[config.mk]
export PLATFORM = sky130hd
export DESIGN_NAME = bch_frame_sequencer
export DESIGN_NICKNAME = d
export VERILOG_FILES = /design/src/rtl/bch_frame_sequencer.sv
export SDC_FILE = /design/constraint.sdc
export NUM_CORES = 1
export LEC_CHECK = 0
export BUFFER_PORTS_ARGS = -buffer_cell sky130_fd_sc_hd__buf_2
export CORE_ASPECT_RATIO = 0.7
export CORE_MARGIN = 5
export CORE_UTILIZATION = 45
export CTS_CLUSTER_DIAMETER = 30
export CTS_CLUSTER_SIZE = 8
export DETAILED_ROUTE_END_ITERATION = 8
export PLACE_DENSITY_LB_ADDON = 0.3
export RECOVER_POWER = 50
export SYNTH_ARGS = -nofsm -noshare
export SYNTH_HDL_FRONTEND = slang
export SYNTH_SLANG_ARGS = --single-unit
export TNS_END_PERCENT = 5
[constraint.sdc]
create_clock -name clk -period 2 [get_ports clk]
set_input_delay 0.4 -clock clk [delete_from_list [all_inputs] [get_ports clk]]
set_output_delay 0.4 -clock clk [all_outputs]
set_load 0.01 [all_outputs]
[src/rtl/bch_frame_sequencer.sv]
// Byte sequencer driving the BCH channel stages: encode -> noise -> decode.
// Optional per-stage watchdog is enabled by defining SEQ_TIMEOUT_EN.
module bch_frame_sequencer #(
   parameter int DATA_W      = 8,
   parameter int CW_W        = 16,
   parameter int CNT_W       = 16,
   parameter int TIMEOUT_CYC = 255
) (
   input  logic              clk,
   input  logic              rst_n,
   input  logic              cfg_bch,
   input  logic              cfg_fs,
   input  logic              cfg_gauss,
   input  logic              cfg_ber,
   output logic [1:0]        noise_mode,
   input  logic              in_valid,
   output logic              in_ready,
   input  logic [DATA_W-1:0] in_data,
   output logic              enc_start,
   output logic [DATA_W-1:0] enc_din,
   input  logic              enc_done,
   input  logic [CW_W-1:0]   enc_dout,
   output logic              noise_start,
   output logic [CW_W-1:0]   noise_din,
   input  logic              noise_done,
   input  logic [CW_W-1:0]   noise_dout,
   output logic              dec_start,
   output logic [CW_W-1:0]   dec_din,
   input  logic              dec_done,
   input  logic [DATA_W-1:0] dec_dout,
   input  logic              dec_uncorr,
   output logic              out_valid,
   input  logic              out_ready,
   output logic [DATA_W-1:0] out_data,
   output logic              out_err,
   input  logic              abort,
   input  logic              clr_cnt,
   output logic              busy,
   output logic [CNT_W-1:0]  frame_cnt,
   output logic [CNT_W-1:0]  err_cnt,
   output logic              timeout_flag
);

`ifdef SEQ_TIMEOUT_EN
   localparam bit TMO_EN = 1'b1;
`else
   localparam bit TMO_EN = 1'b0;
`endif
   localparam int TW = $clog2(TIMEOUT_CYC + 1);

   typedef enum logic [2:0] {IDLE, ENC, NOISE, DEC, OUT} state_t;

   state_t            state_q, state_d;
   logic              first_q;
   logic              bch_q;
   logic [1:0]        mode_q, mode_in;
   logic [DATA_W-1:0] data_q;
   logic [CW_W-1:0]   word_q;
   logic [DATA_W-1:0] odata_q, odata_d;
   logic              oerr_q, oerr_d;
   logic [TW-1:0]     tmo_q;
   logic              tmo_hit, tflag_q;
   logic              in_stage, done_ok, hs_in, hs_out;
   logic [CNT_W-1:0]  fcnt_q, ecnt_q;

   // Gauss > BER > FS
   assign mode_in = cfg_gauss ? 2'd2 :
                    cfg_ber   ? 2'd3 :
                    cfg_fs    ? 2'd1 : 2'd0;

   assign in_stage = (state_q == ENC) || (state_q == NOISE) ||
                     (state_q == DEC);
   assign in_ready = (state_q == IDLE) && !abort;
   assign hs_in    = in_valid && in_ready;
   assign out_valid = (state_q == OUT) && !abort;
   assign hs_out   = out_valid && out_ready;

   assign enc_start   = (state_q == ENC) && first_q;
   assign noise_start = (state_q == NOISE) && first_q;
   assign dec_start   = (state_q == DEC) && first_q;
   assign enc_din     = data_q;
   assign noise_din   = word_q;
   assign dec_din     = word_q;

   assign noise_mode   = mode_q;
   assign out_data     = odata_q;
   assign out_err      = oerr_q;
   assign busy         = (state_q != IDLE);
   assign frame_cnt    = fcnt_q;
   assign err_cnt      = ecnt_q;
   assign timeout_flag = tflag_q;

   // A done coincident with start is not a response to this start
   always_comb begin
      done_ok = 1'b0;
      unique case (state_q)
         ENC:     done_ok = enc_done;
         NOISE:   done_ok = noise_done;
         DEC:     done_ok = dec_done;
         default: done_ok = 1'b0;
      endcase
      done_ok = done_ok && !first_q;
   end

   assign tmo_hit = TMO_EN && in_stage && !done_ok &&
                    (tmo_q == TW'(TIMEOUT_CYC));

   always_comb begin
      state_d = state_q;
      odata_d = odata_q;
      oerr_d  = oerr_q;
      unique case (state_q)
         IDLE: if (hs_in) begin
            state_d = cfg_bch          ? ENC   :
                      (mode_in != 2'd0) ? NOISE : OUT;
            odata_d = in_data;
            oerr_d  = 1'b0;
         end
         ENC: if (done_ok)
            state_d = (mode_q != 2'd0) ? NOISE : DEC;
         NOISE: if (done_ok) begin
            state_d = bch_q ? DEC : OUT;
            odata_d = DATA_W'(noise_dout);
            oerr_d  = 1'b0;
         end
         DEC: if (done_ok) begin
            state_d = OUT;
            odata_d = dec_dout;
            oerr_d  = dec_uncorr;
         end
         OUT: if (hs_out)
            state_d = IDLE;
         default: state_d = IDLE;
      endcase
      if (tmo_hit) begin
         state_d = OUT;
         odata_d = '0;
         oerr_d  = 1'b1;
      end
      if (abort && state_q != IDLE)
         state_d = IDLE;
   end

   always_ff @(posedge clk or negedge rst_n) begin
      if (!rst_n) begin
         state_q <= IDLE;
         first_q <= 1'b0;
         bch_q   <= 1'b0;
         mode_q  <= 2'd0;
         data_q  <= '0;
         word_q  <= '0;
         odata_q <= '0;
         oerr_q  <= 1'b0;
         tmo_q   <= '0;
         tflag_q <= 1'b0;
         fcnt_q  <= '0;
         ecnt_q  <= '0;
      end else begin
         state_q <= state_d;
         odata_q <= odata_d;
         oerr_q  <= oerr_d;
         first_q <= (state_d != state_q) &&
                    (state_d inside {ENC, NOISE, DEC});
         if (state_d != state_q)
            tmo_q <= '0;
         else if (in_stage)
            tmo_q <= tmo_q + 1'b1;
         if (hs_in) begin
            data_q <= in_data;
            word_q <= CW_W'(in_data);
            bch_q  <= cfg_bch;
            mode_q <= mode_in;
         end else if (done_ok && state_q == ENC) begin
            word_q <= enc_dout;
         end else if (done_ok && state_q == NOISE) begin
            word_q <= noise_dout;
         end
         if (clr_cnt)
            tflag_q <= 1'b0;
         else if (tmo_hit)
            tflag_q <= 1'b1;
         if (clr_cnt)
            fcnt_q <= '0;
         else if (hs_out && fcnt_q != '1)
            fcnt_q <= fcnt_q + 1'b1;
         if (clr_cnt)
            ecnt_q <= '0;
         else if (hs_out && oerr_q && ecnt_q != '1)
            ecnt_q <= ecnt_q + 1'b1;
      end
   end

endmodule

==> metrics.yaml, run 1 <==
final_nets: 671
slew-limit-headroom_pct: 2.570
layout_commonest_cell: "buf_2"
htree_levels: 3
cp_top_family: "simple AND/OR/NAND/NOR gates"
min_path_type: "in2reg"
portBuffers: 150
multi_input_area_um2: 2067
path_clk_slew_ns: 0.07
cts_buffers: 9
outcome: "finished clean"
first_pass_iters: 4
ios: 152
cp.required_ns: 2.26
synth_nets: 510
max_clock_freq_ghz: 0.5073
min_period_over_period_pct: 98.57
place_ws_ns: -0.05671
placed_cells: 717
area_growth_pct: 32.77
design_area_um2: 5409
cp_cell_sequence: "nor4b_4 > buf_6 > nand4_1 > or4_1 > a21oi_1"
critPathMaxStageDelay_ns: 0.56
finalSetupTns_ns: 0
crit_cells: 5
start_util_pct: 45.46
grt_pass1_wl_mm: 19.18
clockBufferDepth: 2
fin_ws_ns: 0.02864
hold_viol_final: 0
drive_above_1_share_pct: 31.54
num_vias: 4147
vdd_drop_max_v: 0.0005745
ff2ff_path_depth: 5
placed_area_um2: 5084
drc: 0
startpoint_type: "flop"
crit_buf_inv: 1
clock-sinks: 72
synthesis.area_um2: 4074
drtAntennaViolNets: 0
place_hpwl_mm: 9.065
syn_avg_cell_area_um2: 9.134
critPathSlowestCell: "or4_1"
worstPathMaxFanout: 8
antenna_cells: 0
core_area_um2: 8962
std_cell_rows: 29
die_width_um: 123.7
antenna_found_initial: 0
seqCellArea_um2: 1804
fin_crit_ns: 1.971
p_leak_nw: 2.530
die_height_um: 89.61
grtUsageTotal_pct: 21.59
synth.distinct_cells: 42
min_path_cells: 2
root_buffer: "clkbuf_16"
maxCapViolations: 0
skew_ns: 0.007072
synth-seq-cells: 72
overflow: 0
cts_tree: "yes"
setup_viol: 0
fp.dieArea_um2: 11090
cp_data_arrival_time_ns: 2.23
wirelength_mm: 12.33
hold_buffers: 0
drtIter0Drc: 242
worst_slew_pin_slew_ns: 1.461
syn_inst: 446
grt_max_degree: 43
gp_congestion: 0.8889
stdcell_count: 736
fillers: 821
layout_common_cells: "buf_2, dfrtp_1, nand2_1"
wl_per_cell_um: 16.75
grt_setup_unrepaired: "yes"
power-per-cell-area_nw_per_um2: 909.9
end_kind: "flop"
synth_seq_area_share_pct: 44.23
avgViaCountPerCell: 5.635
yosysWarnings: 0
finalMaxSlewViolations: 0
critPathKind: "reg2reg"
clk_latency_ns: 0.33
first_global_vias: 4015
[metrics by stage]
step                power [mW]  util (%)  hold slack [ns]
detailed placement       3.426     56.72           0.4229
finish                   4.921     60.35           0.2936
global route             5.215     60.35           0.2949
floorplan                2.824         -           0.1044
global placement         3.387     56.72           0.4193
CTS                      5.002     60.13          0.06219
[flip-flops by register name (all words and copies together), names as in the netlist]
name	flops
dec_din	16
frame_cnt	16
out_err	1
out_data	8
enc_din	8
err_cnt	16
first_q	1
state_q	3
bch_q	1
noise_mode	2
[cells in the mapped netlist (all sizes together)]
| master | instances | area, um^2 |
|---|---|---|
| a21oi | 37 | 185.2 |
| ha | 2 | 25.02 |
| o32ai | 1 | 8.760 |
| or4 | 20 | 150.1 |
| and3 | 5 | 31.28 |
| a2bb2oi | 3 | 26.28 |
| a32oi | 1 | 8.760 |
| mux2 | 6 | 67.56 |
| nand2b | 2 | 12.51 |
| nor3b | 2 | 15.01 |
| buf | 23 | 157.7 |
| o21a | 1 | 7.510 |
| o31ai | 20 | 150.1 |
| nand3 | 18 | 90.09 |
| nand4 | 9 | 56.30 |
| or3 | 8 | 50.05 |
| and2 | 2 | 12.51 |
| nand2 | 50 | 187.7 |
| clkbuf | 20 | 75.07 |
| mux2i | 25 | 250.2 |
| and4 | 7 | 61.31 |
| o22ai | 1 | 6.260 |
| nor3 | 6 | 30.03 |
| conb | 1 | 3.750 |
| a31oi | 3 | 18.77 |
| nor4b | 2 | 32.53 |
| nor2 | 19 | 71.32 |
| or3b | 3 | 26.28 |
| o21ai | 27 | 135.1 |
| o221ai | 3 | 26.28 |
| or2 | 1 | 6.260 |
| dfrtp | 72 | 1802 |
| o211ai | 18 | 135.1 |
| nor4 | 5 | 31.28 |
| a311oi | 1 | 8.760 |
| inv | 13 | 48.80 |
| o41ai | 2 | 17.52 |
| o21bai | 1 | 7.510 |
| nor2b | 6 | 37.54 |
[power breakdown]
group          internal [mW]  switching, mW  total [mW]
logic                  0.573          0.861        1.43
clock network          0.887          0.673        1.56
registers               1.73          0.196        1.93
total                   3.19           1.73        4.92
[metal layers]
| layer | up-vias | GRT usage, % | share of wire [%] |
|---|---|---|---|
| met5 | - | 0 | 0 |
| met4 | 0 | 6.432 | 1.1 |
| met3 | 14 | 5.886 | 6.6 |
| met2 | 121 | 34.97 | 49 |
| met1 | 2035 | 28.63 | 43 |
| li1 | 1977 | - | - |
[repair_timing]
item,CTS,global route
resized for setup,4,17
hold endpoints to repair,0,0
pin swaps,0,4
setup buffers,0,3
setup endpoints to repair,3,43
[worst paths after layout]
check / start / end / slack, ns
min reg2reg: out_data[7]$_DFFE_PN0P_ / out_data[7]$_DFFE_PN0P_ / 0.48
min in group asynchronous: rst_n / frame_cnt[7]$_DFFE_PN0P_ / 0.33
max reg2reg: state_q[0]$_DFF_PN0_ / frame_cnt[8]$_DFFE_PN0P_ / 0.03
max: state_q[0]$_DFF_PN0_ / frame_cnt[8]$_DFFE_PN0P_ / 0.03
min: cfg_gauss / noise_mode[0]$_DFFE_PN0P_ / 0.29
max in group asynchronous: rst_n / state_q[1]$_DFF_PN0_ / 0.43
[area by class of cell]
cell class,instances,share of cell area [%]
multi-input cells,318,38.21
flip-flops and latches,72,33.36
repair buffers,193,19.32
clock buffers,10,4.418
well taps,124,2.868
clock inverters,6,0.9253
inverters,13,0.9022
[cell families after synthesis]
| group | Yosys count | synth area share [%] |
|---|---|---|
| adders and majority gates | 2 | 0.6142 |
| muxes | 31 | 7.801 |
| buffers and inverters | 56 | 6.910 |
| other | 1 | 0.09205 |
| and+or+nand+nor | 165 | 22.14 |
| DFF | 72 | 44.23 |
| AOI/OAI and AO/OA | 119 | 18.21 |
Note: power is estimated with default switching activity, not from simulation.
==> run 2, diff against run 1 <==
--- a/config.mk
+++ b/config.mk
@@ -5,9 +5,9 @@
 export SDC_FILE = /design/constraint.sdc
 export NUM_CORES = 1
 export LEC_CHECK = 0
+export ABC_AREA = 1
 export BUFFER_PORTS_ARGS = -buffer_cell sky130_fd_sc_hd__buf_2
 export CORE_ASPECT_RATIO = 0.7
-export CORE_MARGIN = 5
 export CORE_UTILIZATION = 45
 export CTS_CLUSTER_DIAMETER = 30
 export CTS_CLUSTER_SIZE = 8
==> metrics.yaml, run 2 <==
wirelength_mm: 11.32
start_util_pct: 46.66
ff2ff_path_depth: 10
synthesis.area_um2: 3973
stdcell_count: 774
synth_top_area_share_pct: 45.35
fp.dieArea_um2: 9214
final_nets: 713
first_pass_iters: 5
max_clock_freq_ghz: 0.5289
place_ws_ns: 0.01490
avgViaCountPerCell: 5.211
ios: 152
grt_pass1_wl_mm: 17.71
overflow: 0
drtAntennaViolNets: 0
fin_crit_ns: 1.891
setup_viol: 0
layout_commonest_cell: "buf_2"
r2r_start: "state_q[0]$_DFF_PN0_"
synth_nets: 560
reg2reg_slack_ns: 0.11
grt_setup_unrepaired: "yes"
path_clk_slew_ns: 0.06
outcome: "finished clean"
htree_levels: 3
end_kind: "flop"
portBuffers: 150
grt_max_degree: 42
timing.rr.end: "err_cnt[12]$_DFFE_PN0P_"
synth.most_common_cell: "nand2_1"
drc: 0
root_buffer: "clkbuf_16"
clk_latency_ns: 0.33
p_leak_nw: 2.564
power-per-cell-area_nw_per_um2: 1099
synth-seq-cells: 72
cts_buffers: 9
vdd_drop_max_v: 0.0004981
synth_area_leader_cell: "dfrtp_1"
skew_ns: 0.007853
holdWs_ns: 0.2462
maxCapViolations: 0
antenna_found_initial: 0
cp.required_ns: 2.21
hold_viol_final: 0
placed_area_um2: 4838
ys.flop_type: "dfrtp_1"
yosysWarnings: 0
hold_buffers: 0
std_cell_rows: 28
placed_cells: 755
finalSetupTns_ns: 0
finalMaxSlewViolations: 0
gp_congestion: 0.9556
num_vias: 4033
async_reset_ff_share_pct: 100.0
synth.distinct_cells: 40
grtUsageTotal_pct: 25.07
clockBufferDepth: 2
die_width_um: 114.3
min_path_type: "in2async"
synth_seq_area_share_pct: 45.35
critPathKind: "reg2reg"
fin_ws_ns: 0.1093
worstPathMaxFanout: 10
synth_edf_count: 0
area_growth_pct: 30.02
postLayoutCoreUtil_pct: 60.67
syn_inst: 496
synth_area_leaders: "dfrtp_1, nand2_1, nor2_1"
syn_avg_cell_area_um2: 8.009
drive_above_1_share_pct: 27.52
antenna_cells: 0
die_height_um: 80.61
wl_per_cell_um: 14.63
layout_common_cells: "buf_2, nand2_1, dfrtp_1"
design_area_um2: 5165
startpoint_type: "flop"
cp_data_arrival_time_ns: 2.10
core_area_um2: 8513
synth_commonest_cells: "nand2_1, dfrtp_1, nor2_1"
place_hpwl_mm: 8.376
drtIter0Drc: 338
first_global_vias: 3727
total_power_mw: 5.678
min_period_over_period_pct: 94.53
clock-sinks: 72
cts_tree: "yes"
slew-limit-headroom_pct: 29.99
worst_slew_pin_slew_ns: 1.050
-- run 2: cells by family (layout without fill, tap and decap cells) --
group,Yosys count,count (layout),share of synthesized area [%]
mux,3,3,0.7559
simple gates,236,236,27.31
xor+xnor,5,5,1.103
flops,72,72,45.35
buf+inv,74,232,9.228
compound gates,103,103,15.53
fa+ha+maj,2,2,0.6298
other cells,1,1,0.09440
-- run 2: area by class of cell --
type / count / area, um^2
Sequential cell: 72 / 1802
Inverter: 43 / 166.4
Clock buffer: 12 / 266.5
Tap cell: 120 / 150.1
Multi-Input combinational cell: 350 / 1858
Fill cell: 810 / 3348
Timing Repair Buffer: 173 / 870.8
Clock inverter: 4 / 51.30
-- run 2: worst max-delay path: stages (launching register included) --
cell	delay, ns
dfrtp_1	0.39
nor2_2	0.16
nand2_2	0.10
nor3b_4	0.28
nand2_2	0.11
nor2_4	0.24
inv_6	0.10
nor2_8	0.12
nand3_2	0.10
nor2_2	0.11
a21oi_1	0.07
-- run 2: how the worst max path moves through the flow --
stage / start / to / slack, ns / cells past startpoint
CTS: state_q[1]$_DFF_PN0_ / frame_cnt[12]$_DFFE_PN0P_ / -0.002 / 8
global route: state_q[0]$_DFF_PN0_ / first_q$_DFF_PN0_ / -0.06 / 13
detailed placement: state_q[1]$_DFF_PN0_ / err_cnt[12]$_DFFE_PN0P_ / 0.01 / 10
global placement: state_q[1]$_DFF_PN0_ / err_cnt[12]$_DFFE_PN0P_ / 0.08 / 10
finish: state_q[0]$_DFF_PN0_ / err_cnt[12]$_DFFE_PN0P_ / 0.11 / 10
floorplan: err_cnt[0]$_DFFE_PN0P_ / err_cnt[12]$_DFFE_PN0P_ / 0.17 / 11
-- run 2: power breakdown --
group	switching [mW]	internal, mW
sequential	0.239	1.80
combinational	1.26	0.704
clock	0.612	1.07
total	2.11	3.57
-- run 2: what timing repair did --
item	in CTS	in global routing
setup endpoints to repair	2	30
setup buffers	0	3
cloned	0	0
gates resized for setup	0	14
pin swaps	1	5
-- run 2: layer usage --
metal  up-vias  share of wire, %  GRT usage (%)
li1       1976                 -              -
met1      1868                47          35.19
met2       180                45          38.55
met3         9               7.2          6.038
met4         0              0.72          6.753
met5         -                 0              0
